## config.mk

```make
export PLATFORM = sky130hd
export DESIGN_NAME = regfile_wb_arbiter_flat
export DESIGN_NICKNAME = d
export VERILOG_FILES = /design/src/rtl/regfile_wb_arbiter_pkg.sv /design/src/rtl/regfile_wb_arbiter_if.sv /design/src/rtl/regfile_wb_arbiter_scoreboard.sv /design/src/rtl/regfile_wb_arbiter.sv /design/src/flat_wrapper.sv
export SDC_FILE = /design/constraint.sdc
export NUM_CORES = 1
export LEC_CHECK = 0
export ABC_CLOCK_PERIOD_IN_PS = 2900
export CORE_MARGIN = 10
export CORE_UTILIZATION = 42
export DETAILED_ROUTE_END_ITERATION = 8
export PLACE_DENSITY = 0.85
export SLEW_MARGIN = 0
export SYNTH_ARGS = -nofsm -noshare
export SYNTH_HDL_FRONTEND = slang
export SYNTH_SLANG_ARGS = --single-unit
```

## constraint.sdc

```tcl
create_clock -name clk -period 2.9 [get_ports clk]
set_clock_uncertainty 0.2 [all_clocks]
set_input_delay 0.435 -clock clk [delete_from_list [all_inputs] [get_ports clk]]
set_output_delay 0.435 -clock clk [all_outputs]
set_load 0.03 [all_outputs]
```

## src/rtl/regfile_wb_arbiter_pkg.sv

```systemverilog
// Shared writeback definitions: default widths, zero-register index, FSM encoding, requester ids.
// Optional round-robin arbitration is selected elsewhere by WB_RR_ARB_EN.
package wb_pkg;

  localparam int unsigned ADDR_W = 5;
  localparam int unsigned DATA_W = 32;
  localparam logic [ADDR_W-1:0] ZR_REG = 5'd31;

  // State names the requester whose write is on rf_* this cycle
  typedef enum logic [1:0] {
    IDLE   = 2'd0,
    WR_ALU = 2'd1,
    WR_MEM = 2'd2
  } wb_state_e;

  localparam logic REQ_ALU = 1'b0;
  localparam logic REQ_MEM = 1'b1;

endpackage

```

## src/rtl/regfile_wb_arbiter_if.sv

```systemverilog
// Writeback bus: two requesters, decode issue/hazard lookup and the register-file write port.
// master = pipeline side driving requests, slave = arbiter.
interface regfile_wb_arbiter_if
  import wb_pkg::*;
#(
  parameter int unsigned AW = wb_pkg::ADDR_W,
  parameter int unsigned DW = wb_pkg::DATA_W
);
  logic              alu_valid;
  logic              alu_ready;
  logic [AW-1:0]     alu_reg;
  logic [DW-1:0]     alu_data;
  logic              mem_valid;
  logic              mem_ready;
  logic [AW-1:0]     mem_reg;
  logic [DW-1:0]     mem_data;
  logic              issue_valid;
  logic [AW-1:0]     issue_reg;
  logic [AW-1:0]     rs1;
  logic [AW-1:0]     rs2;
  logic              hazard;
  logic              rf_we;
  logic [AW-1:0]     rf_waddr;
  logic [DW-1:0]     rf_wdata;
  logic [2**AW-1:0]  pending;

  modport master (
    output alu_valid, alu_reg, alu_data,
    output mem_valid, mem_reg, mem_data,
    output issue_valid, issue_reg, rs1, rs2,
    input  alu_ready, mem_ready, hazard,
    input  rf_we, rf_waddr, rf_wdata, pending
  );

  modport slave (
    input  alu_valid, alu_reg, alu_data,
    input  mem_valid, mem_reg, mem_data,
    input  issue_valid, issue_reg, rs1, rs2,
    output alu_ready, mem_ready, hazard,
    output rf_we, rf_waddr, rf_wdata, pending
  );

endinterface

```

## src/rtl/regfile_wb_arbiter_scoreboard.sv

```systemverilog
// Pending-write scoreboard: one bit per register, set on issue, cleared when the write is accepted.
// A set and clear of the same register on one edge leaves the bit set; the zero register never pends.
module wb_scoreboard
  import wb_pkg::*;
#(
  parameter int unsigned           ADDR_W = wb_pkg::ADDR_W,
  parameter logic [ADDR_W-1:0]     ZR_REG = wb_pkg::ZR_REG
) (
  input  logic                 clk,
  input  logic                 rst_n,
  input  logic                 set_en_i,
  input  logic [ADDR_W-1:0]    set_reg_i,
  input  logic                 clr_en_i,
  input  logic [ADDR_W-1:0]    clr_reg_i,
  input  logic [ADDR_W-1:0]    rs1_i,
  input  logic [ADDR_W-1:0]    rs2_i,
  output logic                 hazard_o,
  output logic [2**ADDR_W-1:0] pending_o
);

  logic [2**ADDR_W-1:0] pending_q, pending_d;

  always_comb begin
    pending_d = pending_q;
    if (clr_en_i) pending_d[clr_reg_i] = 1'b0;
    // Applied after the clear so a newer producer stays outstanding
    if (set_en_i && (set_reg_i != ZR_REG)) pending_d[set_reg_i] = 1'b1;
    pending_d[ZR_REG] = 1'b0;
  end

  always_ff @(posedge clk or negedge rst_n) begin
    if (!rst_n) pending_q <= '0;
    else        pending_q <= pending_d;
  end

  assign pending_o = pending_q;
  assign hazard_o  = pending_q[rs1_i] | pending_q[rs2_i];

endmodule

```

## src/rtl/regfile_wb_arbiter.sv

```systemverilog
// Arbitrates ALU and load writebacks onto the single register-file write port; one write per cycle,
// registered one cycle after acceptance. Define WB_RR_ARB_EN for round-robin instead of mem>ALU priority.
module regfile_wb_arbiter
  import wb_pkg::*;
#(
  parameter int unsigned       DATA_W = wb_pkg::DATA_W,
  parameter int unsigned       ADDR_W = wb_pkg::ADDR_W,
  parameter logic [ADDR_W-1:0] ZR_REG = wb_pkg::ZR_REG
) (
  input logic           clk,
  input logic           rst_n,
  regfile_wb_arbiter_if.slave bus
);

  wb_state_e          state_q, state_d;
  logic [ADDR_W-1:0]  rf_waddr_q, rf_waddr_d;
  logic [DATA_W-1:0]  rf_wdata_q, rf_wdata_d;
  logic               grant_alu, grant_mem;
  logic               clr_en;
  logic [ADDR_W-1:0]  clr_reg;

`ifdef WB_RR_ARB_EN
  logic last_grant_q, last_grant_d;

  // On contention, serve whoever was not granted last
  always_comb begin
    grant_mem = rst_n & bus.mem_valid & (~bus.alu_valid | (last_grant_q == REQ_ALU));
    grant_alu = rst_n & bus.alu_valid & ~grant_mem;
  end

  always_comb begin
    last_grant_d = last_grant_q;
    if (grant_mem)      last_grant_d = REQ_MEM;
    else if (grant_alu) last_grant_d = REQ_ALU;
  end

  always_ff @(posedge clk or negedge rst_n) begin
    if (!rst_n) last_grant_q <= REQ_ALU;
    else        last_grant_q <= last_grant_d;
  end
`else
  always_comb begin
    grant_mem = rst_n & bus.mem_valid;
    grant_alu = rst_n & bus.alu_valid & ~bus.mem_valid;
  end
`endif

  always_comb begin
    state_d    = IDLE;
    rf_waddr_d = rf_waddr_q;
    rf_wdata_d = rf_wdata_q;
    clr_en     = 1'b0;
    clr_reg    = bus.alu_reg;
    if (grant_mem) begin
      state_d    = WR_MEM;
      rf_waddr_d = bus.mem_reg;
      rf_wdata_d = bus.mem_data;
      clr_en     = 1'b1;
      clr_reg    = bus.mem_reg;
    end else if (grant_alu) begin
      state_d    = WR_ALU;
      rf_waddr_d = bus.alu_reg;
      rf_wdata_d = bus.alu_data;
      clr_en     = 1'b1;
      clr_reg    = bus.alu_reg;
    end
  end

  always_ff @(posedge clk or negedge rst_n) begin
    if (!rst_n) begin
      state_q    <= IDLE;
      rf_waddr_q <= '0;
      rf_wdata_q <= '0;
    end else begin
      state_q    <= state_d;
      rf_waddr_q <= rf_waddr_d;
      rf_wdata_q <= rf_wdata_d;
    end
  end

  assign bus.alu_ready = grant_alu;
  assign bus.mem_ready = grant_mem;
  // Zero-register writes still occupy a slot but never reach the register file
  assign bus.rf_we     = (state_q != IDLE) && (rf_waddr_q != ZR_REG);
  assign bus.rf_waddr  = rf_waddr_q;
  assign bus.rf_wdata  = rf_wdata_q;

  wb_scoreboard #(
    .ADDR_W (ADDR_W),
    .ZR_REG (ZR_REG)
  ) u_scoreboard (
    .clk       (clk),
    .rst_n     (rst_n),
    .set_en_i  (bus.issue_valid),
    .set_reg_i (bus.issue_reg),
    .clr_en_i  (clr_en),
    .clr_reg_i (clr_reg),
    .rs1_i     (bus.rs1),
    .rs2_i     (bus.rs2),
    .hazard_o  (bus.hazard),
    .pending_o (bus.pending)
  );

endmodule

```

## src/flat_wrapper.sv

```systemverilog
// flat-port wrapper written by rule: the top's interface ports become plain ports
module regfile_wb_arbiter_flat import wb_pkg::*;
#(
  parameter int unsigned       DATA_W = wb_pkg::DATA_W,
  parameter int unsigned       ADDR_W = wb_pkg::ADDR_W,
  parameter logic [ADDR_W-1:0] ZR_REG = wb_pkg::ZR_REG
)
  (clk, rst_n, bus_alu_valid, bus_alu_reg, bus_alu_data, bus_mem_valid, bus_mem_reg, bus_mem_data, bus_issue_valid, bus_issue_reg, bus_rs1, bus_rs2, bus_alu_ready, bus_mem_ready, bus_hazard, bus_rf_we, bus_rf_waddr, bus_rf_wdata, bus_pending);
  regfile_wb_arbiter_if bus_i ();
  input logic clk;
  input logic rst_n;
  input wire logic [$bits(bus_i.alu_valid)-1:0] bus_alu_valid;
  input wire logic [$bits(bus_i.alu_reg)-1:0] bus_alu_reg;
  input wire logic [$bits(bus_i.alu_data)-1:0] bus_alu_data;
  input wire logic [$bits(bus_i.mem_valid)-1:0] bus_mem_valid;
  input wire logic [$bits(bus_i.mem_reg)-1:0] bus_mem_reg;
  input wire logic [$bits(bus_i.mem_data)-1:0] bus_mem_data;
  input wire logic [$bits(bus_i.issue_valid)-1:0] bus_issue_valid;
  input wire logic [$bits(bus_i.issue_reg)-1:0] bus_issue_reg;
  input wire logic [$bits(bus_i.rs1)-1:0] bus_rs1;
  input wire logic [$bits(bus_i.rs2)-1:0] bus_rs2;
  output wire logic [$bits(bus_i.alu_ready)-1:0] bus_alu_ready;
  output wire logic [$bits(bus_i.mem_ready)-1:0] bus_mem_ready;
  output wire logic [$bits(bus_i.hazard)-1:0] bus_hazard;
  output wire logic [$bits(bus_i.rf_we)-1:0] bus_rf_we;
  output wire logic [$bits(bus_i.rf_waddr)-1:0] bus_rf_waddr;
  output wire logic [$bits(bus_i.rf_wdata)-1:0] bus_rf_wdata;
  output wire logic [$bits(bus_i.pending)-1:0] bus_pending;
  assign bus_i.alu_valid = bus_alu_valid;
  assign bus_i.alu_reg = bus_alu_reg;
  assign bus_i.alu_data = bus_alu_data;
  assign bus_i.mem_valid = bus_mem_valid;
  assign bus_i.mem_reg = bus_mem_reg;
  assign bus_i.mem_data = bus_mem_data;
  assign bus_i.issue_valid = bus_issue_valid;
  assign bus_i.issue_reg = bus_issue_reg;
  assign bus_i.rs1 = bus_rs1;
  assign bus_i.rs2 = bus_rs2;
  assign bus_alu_ready = bus_i.alu_ready;
  assign bus_mem_ready = bus_i.mem_ready;
  assign bus_hazard = bus_i.hazard;
  assign bus_rf_we = bus_i.rf_we;
  assign bus_rf_waddr = bus_i.rf_waddr;
  assign bus_rf_wdata = bus_i.rf_wdata;
  assign bus_pending = bus_i.pending;
  regfile_wb_arbiter #(.DATA_W(DATA_W), .ADDR_W(ADDR_W), .ZR_REG(ZR_REG)) u_core (.clk(clk), .rst_n(rst_n), .bus(bus_i));
endmodule
```

==> metrics.csv, run 1 <==
stage;metric;value;unit
synth;syn avg cell area;8.920;sq um
hold_path;worst hold path class;register to register;
power;Max VDD drop;0.3423;mV
sta;unrepaired setup endpoints after global routing;true;
die;core area;8678;sq um
global_route;antenna violations before repair;0;
synth;Seq/Total Area, Yosys;0.4687;
setup_path;FF-to-FF path depth;4;
cells_and_area;ratio of cells with drive above 1 in the final layout;0.1344;
place;Final GP Congestion;0.8911;
cts;Worst-path clk slew;0.07;ns
cts;clk_lat worst skew;0.33;ns
sta;Max Slew Vio Count;0;
synth;Distinct cells, synth;41;
cells_and_area;Layout fillers;699;
die;Die ar.;13070;sq um
route;Routed WL;14270;um
cts;CTS tree;yes;
sta;final setup violation count;0;
setup_path;reg2reg start;u_core.u_scoreboard.pending_o[15];
cts;clock sinks;70;
synth;Synth area leader;dfrtp_1;
cells_and_area;NumNets Final;716;
synth;Synth warnings;0;
die;Die Y;114.3;um
setup_path;crit path DAT;2.26;ns
setup_path;Critical Path End Type;output port;
power;PwrDens;609.2;nW/um^2
global_route;total grt overflow;0;
sta;Hold Slack;0.3209;ns
synth;mapped cell area;3737;sq um
die;die extent in x;114.3;um
route;routed via count;4090;
route;Pre-antenna DRT Iters;5;
synth;Post-Syn Instances;419;
die;I/O pin cnt;167;
setup_path;capture point of the worst reg-to-reg path;u_core.u_scoreboard.pending_o[15];
route;Metal-1 WL;5383;um
setup_path;Crit Path Max Fanout;2;
place;Placed Instances;717;
cts;root buffer cell;clkbuf_8;
place;DP HPWL;11500;um
route;Vias/cell;5.580;
sta;Final period util;0.9985;
die;# rows;34;
setup_path;Worst setup endpoint;bus_hazard;
cts;CTS Buf Count;9;
cells_and_area;post-synthesis to final-layout area growth;59.79;%
route;routed wl met3;2165;um
sta;Hold Vio Cnt, Final;0;
global_route;gr usage total;0.2125;
cells_and_area;antenna cells;0;
route;metal2 WL;6532;um
setup_path;startpoint types;register;
die;effective utilization at floorplan;0.4307;
sta;fmax;345.3;MHz
route;Avg WL per Cell;19.47;um
place;# port buffers;165;
job;Max-Cap Viols;0;
cts;H-tree depth;3;
power;cell leakage power;2.473;nW
global_route;vias in the first global route;4286;
global_route;first-pass GRT wire length;22200;um
global_route;largest net degree at the start of global routing;66;
cells_and_area;Cell Count, Final, Fillers Out;733;
setup_path;Worst Path Class, Setup;register to output port;
route;drt first-iter violations;314;
cells_and_area;commonest non-fill, non-tap cell in the layout;clkdlybuf4s50_1;
sta;Rel. slew slack;0.2960;
route;top sig layer;met4;
synth;top post-synthesis cells by area;dfrtp_1 (47%), nand2_1 (8.7%), o21ai_0 (8.3%);
synth;Yosys top cell area share;0.4687;
sta;crit path time final;2.896;ns
setup_path;Worst EP required;2.27;ns
setup_path;Reg2Reg Setup Slack;1.79;ns
cts;Longest Clk Path Bufs;2;
cells_and_area;commonest non-fill, non-tap cells in the layout;clkdlybuf4s50_1 (157), nand2_1 (87), dfrtp_1 (70);
synth;Post-Syn Nets;513;
run_status;status;finished, final reports clean;
route;ANT nets after route;0;
sta;Least-Margin Pin Slew;1.045;ns
route;number of remaining DRC errors;0;
setup_path;Worst Setup SP;u_core.u_scoreboard.pending_o[27];
synth;#FFs+latches synth;70;
==> metrics by stage <==
stage	area, sq um	utilization	setup slack, ns	total power, mW	setup TNS (ns)
2_1_floorplan	3737	-	0.1097	2.071	0
3_3_place_gp	5782	0.6662	-0.8914	2.937	-0.8914
3_5_place_dp	5782	0.6662	-0.9269	2.980	-0.9269
4_1_cts	5969	0.6879	-0.01837	3.655	-0.02551
5_1_grt	5972	0.6881	-0.1039	3.814	-0.1039
6_report	5972	0.6881	0.004290	3.638	0
==> power breakdown <==
group	switching (mW)	internal (mW)	total, mW	leakage, nW
Sequential	0.125	1.16	1.29	0.814
Combinational	0.897	0.793	1.69	1.58
Clock	0.338	0.322	0.660	0.0821
==> critical path, cell delays in order, from the launching register on <==
cell	delay [ns]
dfrtp_1	0.38
mux4_2	0.48
mux2i_1	0.15
nand2_1	0.07
a32o_1	0.22
or4_4	0.48
buf_6	0.15
==> worst min-delay path by stage <==
stage	start	slack, ns	cells past startpoint	endpoint
3_5_place_dp	rst_n	0.07	1	u_core.bus.rf_waddr[4]
2_1_floorplan	rst_n	-0.06	0	u_core.bus.rf_waddr[0]
4_1_cts	rst_n	0.32	2	u_core.bus.rf_waddr[3]
6_report	u_core.bus.rf_waddr[3]	0.32	2	u_core.bus.rf_waddr[3]
3_3_place_gp	rst_n	0.07	1	u_core.bus.rf_waddr[4]
5_1_grt	rst_n	0.33	2	u_core.bus.rf_waddr[3]
==> what timing repair did <==
item / CTS / global route
gates resized for setup: 24 / 2
hold endpoints to repair: 5 / 0
setup buffers: 2 / 0
hold buffers: 1 / 0
endpoints found under the setup margin: 1 / 2
pin swaps: 5 / 1
==> synth_stat cells <==
cell       instances
nand2_1           87
dfrtp_1           70
o21ai_0           62
nor2_1            46
a31oi_1           37
clkbuf_1          16
nand3_1           12
nand2b_1          11
mux2i_1           10
mux4_2             8
buf_1              5
nand3b_1           4
nand4b_1           4
nor3b_1            4
o2bb2ai_1          4
a21oi_1            3
mux4_1             3
nor2b_1            3
o22ai_1            3
a21o_1             2
inv_1              2
nor3_1             2
o211ai_1           2
or2_2              2
a211oi_1           1
a311oi_1           1
a32o_1             1
and3_1             1
buf_2              1
buf_4              1
buf_6              1
clkbuf_8           1
clkinv_1           1
conb_1             1
mux2_2             1
nand4_1            1
o2111ai_1          1
o21a_1             1
o21ai_1            1
o221a_2            1
or4_1              1
==> state kept, by name, summed over array words and instances (netlist names) <==
register / count
u_core.u_scoreboard.pending_o: 31
u_core.state_q: 2
u_core.bus.rf_wdata: 32
u_core.bus.rf_waddr: 5
==> kinds of logic (layout without fill, tap and decap cells) <==
kind of cell,after synthesis,in the layout,synth area share
AND/OR/NAND/NOR,178,178,0.2099
AO/OA/AOI/OAI,120,120,0.1871
flip-flops,70,70,0.4687
buffers and inverters,28,234,0.03415
multiplexers,22,22,0.09910
other,1,1,0.001003
==> metal layers <==
layer	track usage	vias up
met3	0.1242	23
met4	0.05764	0
met2	0.3451	253
met1	0.2313	1910
met5	0	-
li1	-	1904
==> layout make-up <==
class                      instances  area (sq um)  share of cell area
timing repair buffer             217          2043              0.3421
multi-input combinational        321          1876              0.3141
sequential                        70          1752              0.2933
clock buffer                      12         145.1             0.02430
tap                              108         135.1             0.02263
inverter                           3         11.26            0.001886
clock inverter                     2         10.01            0.001676
Power figures use the tool's default switching activity.
==> inputs of run 2 (changes only) <==
--- a/config.mk
+++ b/config.mk
@@ -5,11 +5,11 @@
 export SDC_FILE = /design/constraint.sdc
 export NUM_CORES = 1
 export LEC_CHECK = 0
-export ABC_CLOCK_PERIOD_IN_PS = 2900
+export ABC_CLOCK_PERIOD_IN_PS = 3400
 export CORE_MARGIN = 10
-export CORE_UTILIZATION = 42
+export CORE_UTILIZATION = 46
 export DETAILED_ROUTE_END_ITERATION = 8
-export PLACE_DENSITY = 0.85
+export PLACE_DENSITY = 0.91
 export SLEW_MARGIN = 0
 export SYNTH_ARGS = -nofsm -noshare
 export SYNTH_HDL_FRONTEND = slang
==> constraint.sdc (replaced) <==
create_clock -name clk -period 3.4 [get_ports clk]
set_clock_uncertainty 0.2 [all_clocks]
set_input_delay 0.51 -clock clk [delete_from_list [all_inputs] [get_ports clk]]
set_output_delay 0.51 -clock clk [all_outputs]
set_load 0.03 [all_outputs]
==> metrics.csv, run 2 (synthesized netlist as in run 1, its figures left out) <==
stage;metric;value;unit
place;# port buffers;165;
place;Placed Instances;683;
power;PwrDens;532.5;nW/um^2
sta;unrepaired setup endpoints after global routing;false;
place;Final GP Congestion;0.9654;
route;ANT nets after route;0;
cts;Longest Clk Path Bufs;2;
cells_and_area;NumNets Final;687;
cells_and_area;utilization after layout;0.7393;
cells_and_area;post-synthesis to final-layout area growth;54.44;%
route;drt first-iter violations;297;
cts;CTS tree;yes;
sta;crit path time final;3.260;ns
global_route;first-pass GRT wire length;22110;um
run_status;status;finished, final reports clean;
sta;Hold Vio Cnt, Final;0;
global_route;total grt overflow;0;
cts;root buffer cell;clkbuf_8;
setup_path;startpoint types;primary input;
place;DP HPWL;11080;um
cts;Setup Buffers After CTS;0;
power;Tot Pwr;3.074;mW
setup_path;Worst EP required;2.69;ns
sta;fmax;306.8;MHz
cells_and_area;ratio of cells with drive above 1 in the final layout;0.09213;
global_route;antenna violations before repair;1;
cells_and_area;commonest non-fill, non-tap cells in the layout;clkdlybuf4s50_1 (160), nand2_1 (87), dfrtp_1 (70);
route;Pre-antenna DRT Iters;7;
sta;Least-Margin Pin Slew;1.026;ns
setup_path;Crit Path Max Fanout;8;
die;Die ar.;12130;sq um
route;Vias/cell;5.867;
power;Max VDD drop;0.2714;mV
sta;final setup violation count;0;
route;Routed WL;13980;um
cts;clock sinks;70;
die;# rows;32;
setup_path;Worst Path Class, Setup;primary input to output port;
setup_path;crit path DAT;2.55;ns
sta;Hold Slack;0.3245;ns
cts;CTS Buf Count;9;
die;Die Y;110.1;um
die;I/O pin cnt;167;
route;number of remaining DRC errors;0;
place;Placed Area;5562;sq um
global_route;gr usage total;0.2324;
cells_and_area;max reg flops;32;
sta;Final period util;0.9587;
place;dpl ws;-0.6244;ns
sta;Max Slew Vio Count;0;
cts;H-tree depth;3;
route;Avg WL per Cell;19.97;um
job;Max-Cap Viols;0;
cells_and_area;Layout fillers;541;
die;core area;7807;sq um
die;die extent in x;110.1;um
cells_and_area;final non-filler cell area;5772;sq um
cts;clk_lat worst skew;0.34;ns
hold_path;worst hold path class;register to register;
route;routed via count;4107;
sta;Rel. slew slack;0.3091;
global_route;largest net degree at the start of global routing;49;
setup_path;Critical Path End Type;output port;
cells_and_area;Cell Count, Final, Fillers Out;700;
power;cell leakage power;2.331;nW
cells_and_area;commonest non-fill, non-tap cell in the layout;clkdlybuf4s50_1;
sta;worst setup margin;0.1403;ns
sta;setup TNS;0;ns
die;effective utilization at floorplan;0.4787;
cts;Worst-path clk slew;0.07;ns
global_route;vias in the first global route;4255;
run 2: changes by cell type in the layout (fill, tap and decap cells not counted), moves of 3 or more:
cell | previous run | this run
buf_4 | 50 | 23
clkdlybuf4s50_1 | 157 | 160
dlygate4sd2_1 | 4 | 1
o21ai_0 | 59 | 62
o21ai_1 | 3 | 0
run 2: routing by layer:
metal / wire (um) / vias to the layer above / GRT usage
met5: 0 / - / 0
met2: 6521 / 263 / 0.3764
met1: 5071 / 1959 / 0.2638
met3: 2050 / 35 / 0.1016
li1: - / 1850 / -
met4: 338 / 0 / 0.09725
run 2: power breakdown:
group / internal [mW] / switching [mW] / leakage, nW
logic: 0.578 / 0.693 / 1.42
clock network: 0.352 / 0.303 / 0.0952
registers: 0.992 / 0.154 / 0.814
total: 1.92 / 1.15 / 2.33
run 2: area by class of cell:
class | instances | area (sq um) | share of cell area
inverters | 3 | 11.26 | 0.001951
clock inverters | 4 | 47.55 | 0.008238
repair buffers | 188 | 1828 | 0.3167
multi-input cells | 321 | 1862 | 0.3226
clock buffers | 11 | 141.4 | 0.02450
well taps | 102 | 127.6 | 0.02211
diodes | 1 | 2.502 | 0.0004336
flip-flops and latches | 70 | 1752 | 0.3035
run 2: final timing paths:
kind | start | endpoint | slack, ns | cells past startpoint
worst min register to register | u_core.bus.rf_waddr[3] | u_core.bus.rf_waddr[3] | 0.32 | 2
worst min-delay path | u_core.bus.rf_waddr[3] | u_core.bus.rf_waddr[3] | 0.32 | 2
min in group asynchronous | rst_n | u_core.bus.rf_wdata[31] | 0.50 | 2
max in group asynchronous | rst_n | u_core.bus.rf_wdata[17] | 1.62 | 3
worst max register to register | u_core.u_scoreboard.pending_o[5] | u_core.u_scoreboard.pending_o[5] | 2.33 | 3
worst max-delay path | bus_rs1[1] | bus_hazard | 0.14 | 8
run 2: worst max-delay path, stage by stage:
cell,delay (ns)
clkdlybuf4s50_1,0.47
buf_4,0.17
mux4_2,0.31
mux2i_1,0.18
nand2_1,0.08
a32o_1,0.25
or4_1,0.42
buf_6,0.16
run 2: repair_timing:
item / CTS / global route
setup endpoints to repair: 1 / 1
resized for setup: 12 / 1
endpoints found under the hold margin: 30 / 0
pin swaps: 2 / 0
hold buffers: 1 / 0
==> inputs of run 3 (changes only) <==
--- a/config.mk
+++ b/config.mk
@@ -5,11 +5,11 @@
 export SDC_FILE = /design/constraint.sdc
 export NUM_CORES = 1
 export LEC_CHECK = 0
-export ABC_CLOCK_PERIOD_IN_PS = 3400
+export ABC_CLOCK_PERIOD_IN_PS = 3200
 export CORE_MARGIN = 10
-export CORE_UTILIZATION = 46
+export CORE_UTILIZATION = 42
 export DETAILED_ROUTE_END_ITERATION = 8
-export PLACE_DENSITY = 0.91
+export PLACE_DENSITY = 0.85
 export SLEW_MARGIN = 0
 export SYNTH_ARGS = -nofsm -noshare
 export SYNTH_HDL_FRONTEND = slang
==> constraint.sdc (replaced) <==
create_clock -name clk -period 3.2 [get_ports clk]
set_clock_uncertainty 0.2 [all_clocks]
set_input_delay 0.48 -clock clk [delete_from_list [all_inputs] [get_ports clk]]
set_output_delay 0.48 -clock clk [all_outputs]
set_load 0.03 [all_outputs]
==> metrics.csv, run 3 (synthesized netlist as in run 1, its figures left out) <==
stage;metric;value;unit
sta;unrepaired setup endpoints after global routing;false;
die;effective utilization at floorplan;0.4307;
setup_path;Critical path buffers and inverters;2;
route;ANT nets after route;0;
sta;Hold Slack;0.3408;ns
power;Tot Pwr;3.409;mW
sta;Max Slew Vio Count;0;
setup_path;Worst path depth;6;
cells_and_area;Layout fillers;675;
cts;CTS Buf Count;9;
die;core area;8678;sq um
cells_and_area;commonest non-fill, non-tap cell in the layout;clkdlybuf4s50_1;
run_status;status;finished, final reports clean;
route;Avg WL per Cell;20.26;um
sta;crit path time final;3.134;ns
sta;worst setup margin;0.06648;ns
die;Die Y;114.3;um
setup_path;startpoint types;primary input;
global_route;antenna violations before repair;0;
place;Final GP Congestion;0.9101;
route;Pre-antenna DRT Iters;5;
sta;fmax;319.1;MHz
global_route;gr usage total;0.2191;
place;# port buffers;165;
route;Vias/cell;5.712;
setup_path;Worst Path Class, Setup;primary input to output port;
route;routed via count;4147;
power;PwrDens;572.1;nW/um^2
global_route;total grt overflow;0;
global_route;first-pass GRT wire length;22600;um
setup_path;Top delay family on crit path;buffers and inverters;
hold_path;Hold Crit Depth;2;
cells_and_area;antenna cells;0;
die;Die ar.;13070;sq um
route;number of remaining DRC errors;0;
cells_and_area;commonest non-fill, non-tap cells in the layout;clkdlybuf4s50_1 (160), nand2_1 (87), dfrtp_1 (70);
cts;clk_lat worst skew;0.34;ns
global_route;largest net degree at the start of global routing;65;
setup_path;crit path DAT;2.45;ns
global_route;vias in the first global route;4279;
cts;Worst-path clk slew;0.07;ns
cts;Longest Clk Path Bufs;2;
power;Max VDD drop;0.3442;mV
route;drt first-iter violations;243;
setup_path;CP max stage cell;clkdlybuf4s50_1;
cells_and_area;ratio of cells with drive above 1 in the final layout;0.1230;
die;die extent in x;114.3;um
setup_path;Critical Path End Type;output port;
cts;H-tree depth;3;
cts;CTS tree;yes;
setup_path;FF-to-FF path depth;3;
cts;clock sinks;70;
route;Routed WL;14710;um
power;cell leakage power;2.446;nW
cells_and_area;utilization after layout;0.6866;
setup_path;Crit Path Max Fanout;6;
place;DP HPWL;11760;um
setup_path;Max stage delay on crit path;0.62;ns
cells_and_area;max reg flops;32;
die;# rows;34;
place;dpl ws;-0.7718;ns
die;I/O pin cnt;167;
sta;Hold Vio Cnt, Final;0;
setup_path;critical path cell sequence;clkdlybuf4s50_1, mux4_2, nor2_1, o21ai_0, or4_1, buf_6;
sta;Rel. slew slack;0.3125;
job;Max-Cap Viols;0;
hold_path;worst hold path class;register to register;
sta;final setup violation count;0;
sta;Least-Margin Pin Slew;1.020;ns
setup_path;Worst EP required;2.52;ns
cells_and_area;NumNets Final;707;
cells_and_area;post-synthesis to final-layout area growth;59.42;%
sta;Final period util;0.9792;
cts;root buffer cell;clkbuf_8;
-- run 3: cell type report --
type	count	area [sq um]	share of cell area
clock inverters	4	45.04	0.007560
clock buffers	12	155.1	0.02604
inverters	3	11.26	0.001890
flip-flops and latches	70	1752	0.2940
well taps	108	135.1	0.02268
repair buffers	208	1997	0.3352
multi-input cells	321	1863	0.3127
-- run 3: power breakdown --
part | switching, mW | internal, mW
registers | 0.134 | 1.05
logic | 0.802 | 0.695
clock network | 0.325 | 0.399
total | 1.26 | 2.15
-- run 3: repair_timing --
item                                    CTS  global route
hold buffers                              1             0
endpoints found under the hold margin     6             0
setup buffers                             2             0
pin swaps                                 1             0
cloned                                    0             0
endpoints found under the setup margin    1             1
gates resized for setup                  14             2
-- run 3: tightest hold or removal path, cell delays in order (launching register included) --
cell and delay (ns):
dfrtp_1 0.38, nand2_1 0.06, o21ai_0 0.07
-- run 3: path summary, 6_finish.rpt --
kind | start | slack (ns) | to
hold / removal | u_core.bus.rf_waddr[3] | 0.34 | u_core.bus.rf_waddr[3]
max in group asynchronous | rst_n | 1.42 | u_core.u_scoreboard.pending_o[20]
setup reg to reg | u_core.u_scoreboard.pending_o[4] | 2.12 | u_core.u_scoreboard.pending_o[4]
min in group asynchronous | rst_n | 0.35 | u_core.bus.rf_waddr[3]
setup / recovery | bus_rs2[1] | 0.07 | bus_hazard
hold reg to reg | u_core.bus.rf_waddr[3] | 0.34 | u_core.bus.rf_waddr[3]
-- run 3: metal layers --
metal,GRT usage,vias to the layer above,part of all wire
met2,0.3599,284,0.46
met3,0.1074,37,0.14
met1,0.2414,1935,0.37
met4,0.07602,0,0.023
li1,-,1891,-
met5,0,-,0
-- run 3: through the flow --
step | instance area [sq um] | instances | setup TNS [ns]
finish | 5958 | 726 | 0
global route | 5958 | 726 | 0
CTS | 5961 | 726 | 0
detailed placement | 5732 | 707 | -0.7718
global placement | 5732 | 707 | -0.7419
floorplan | 3737 | 419 | 0
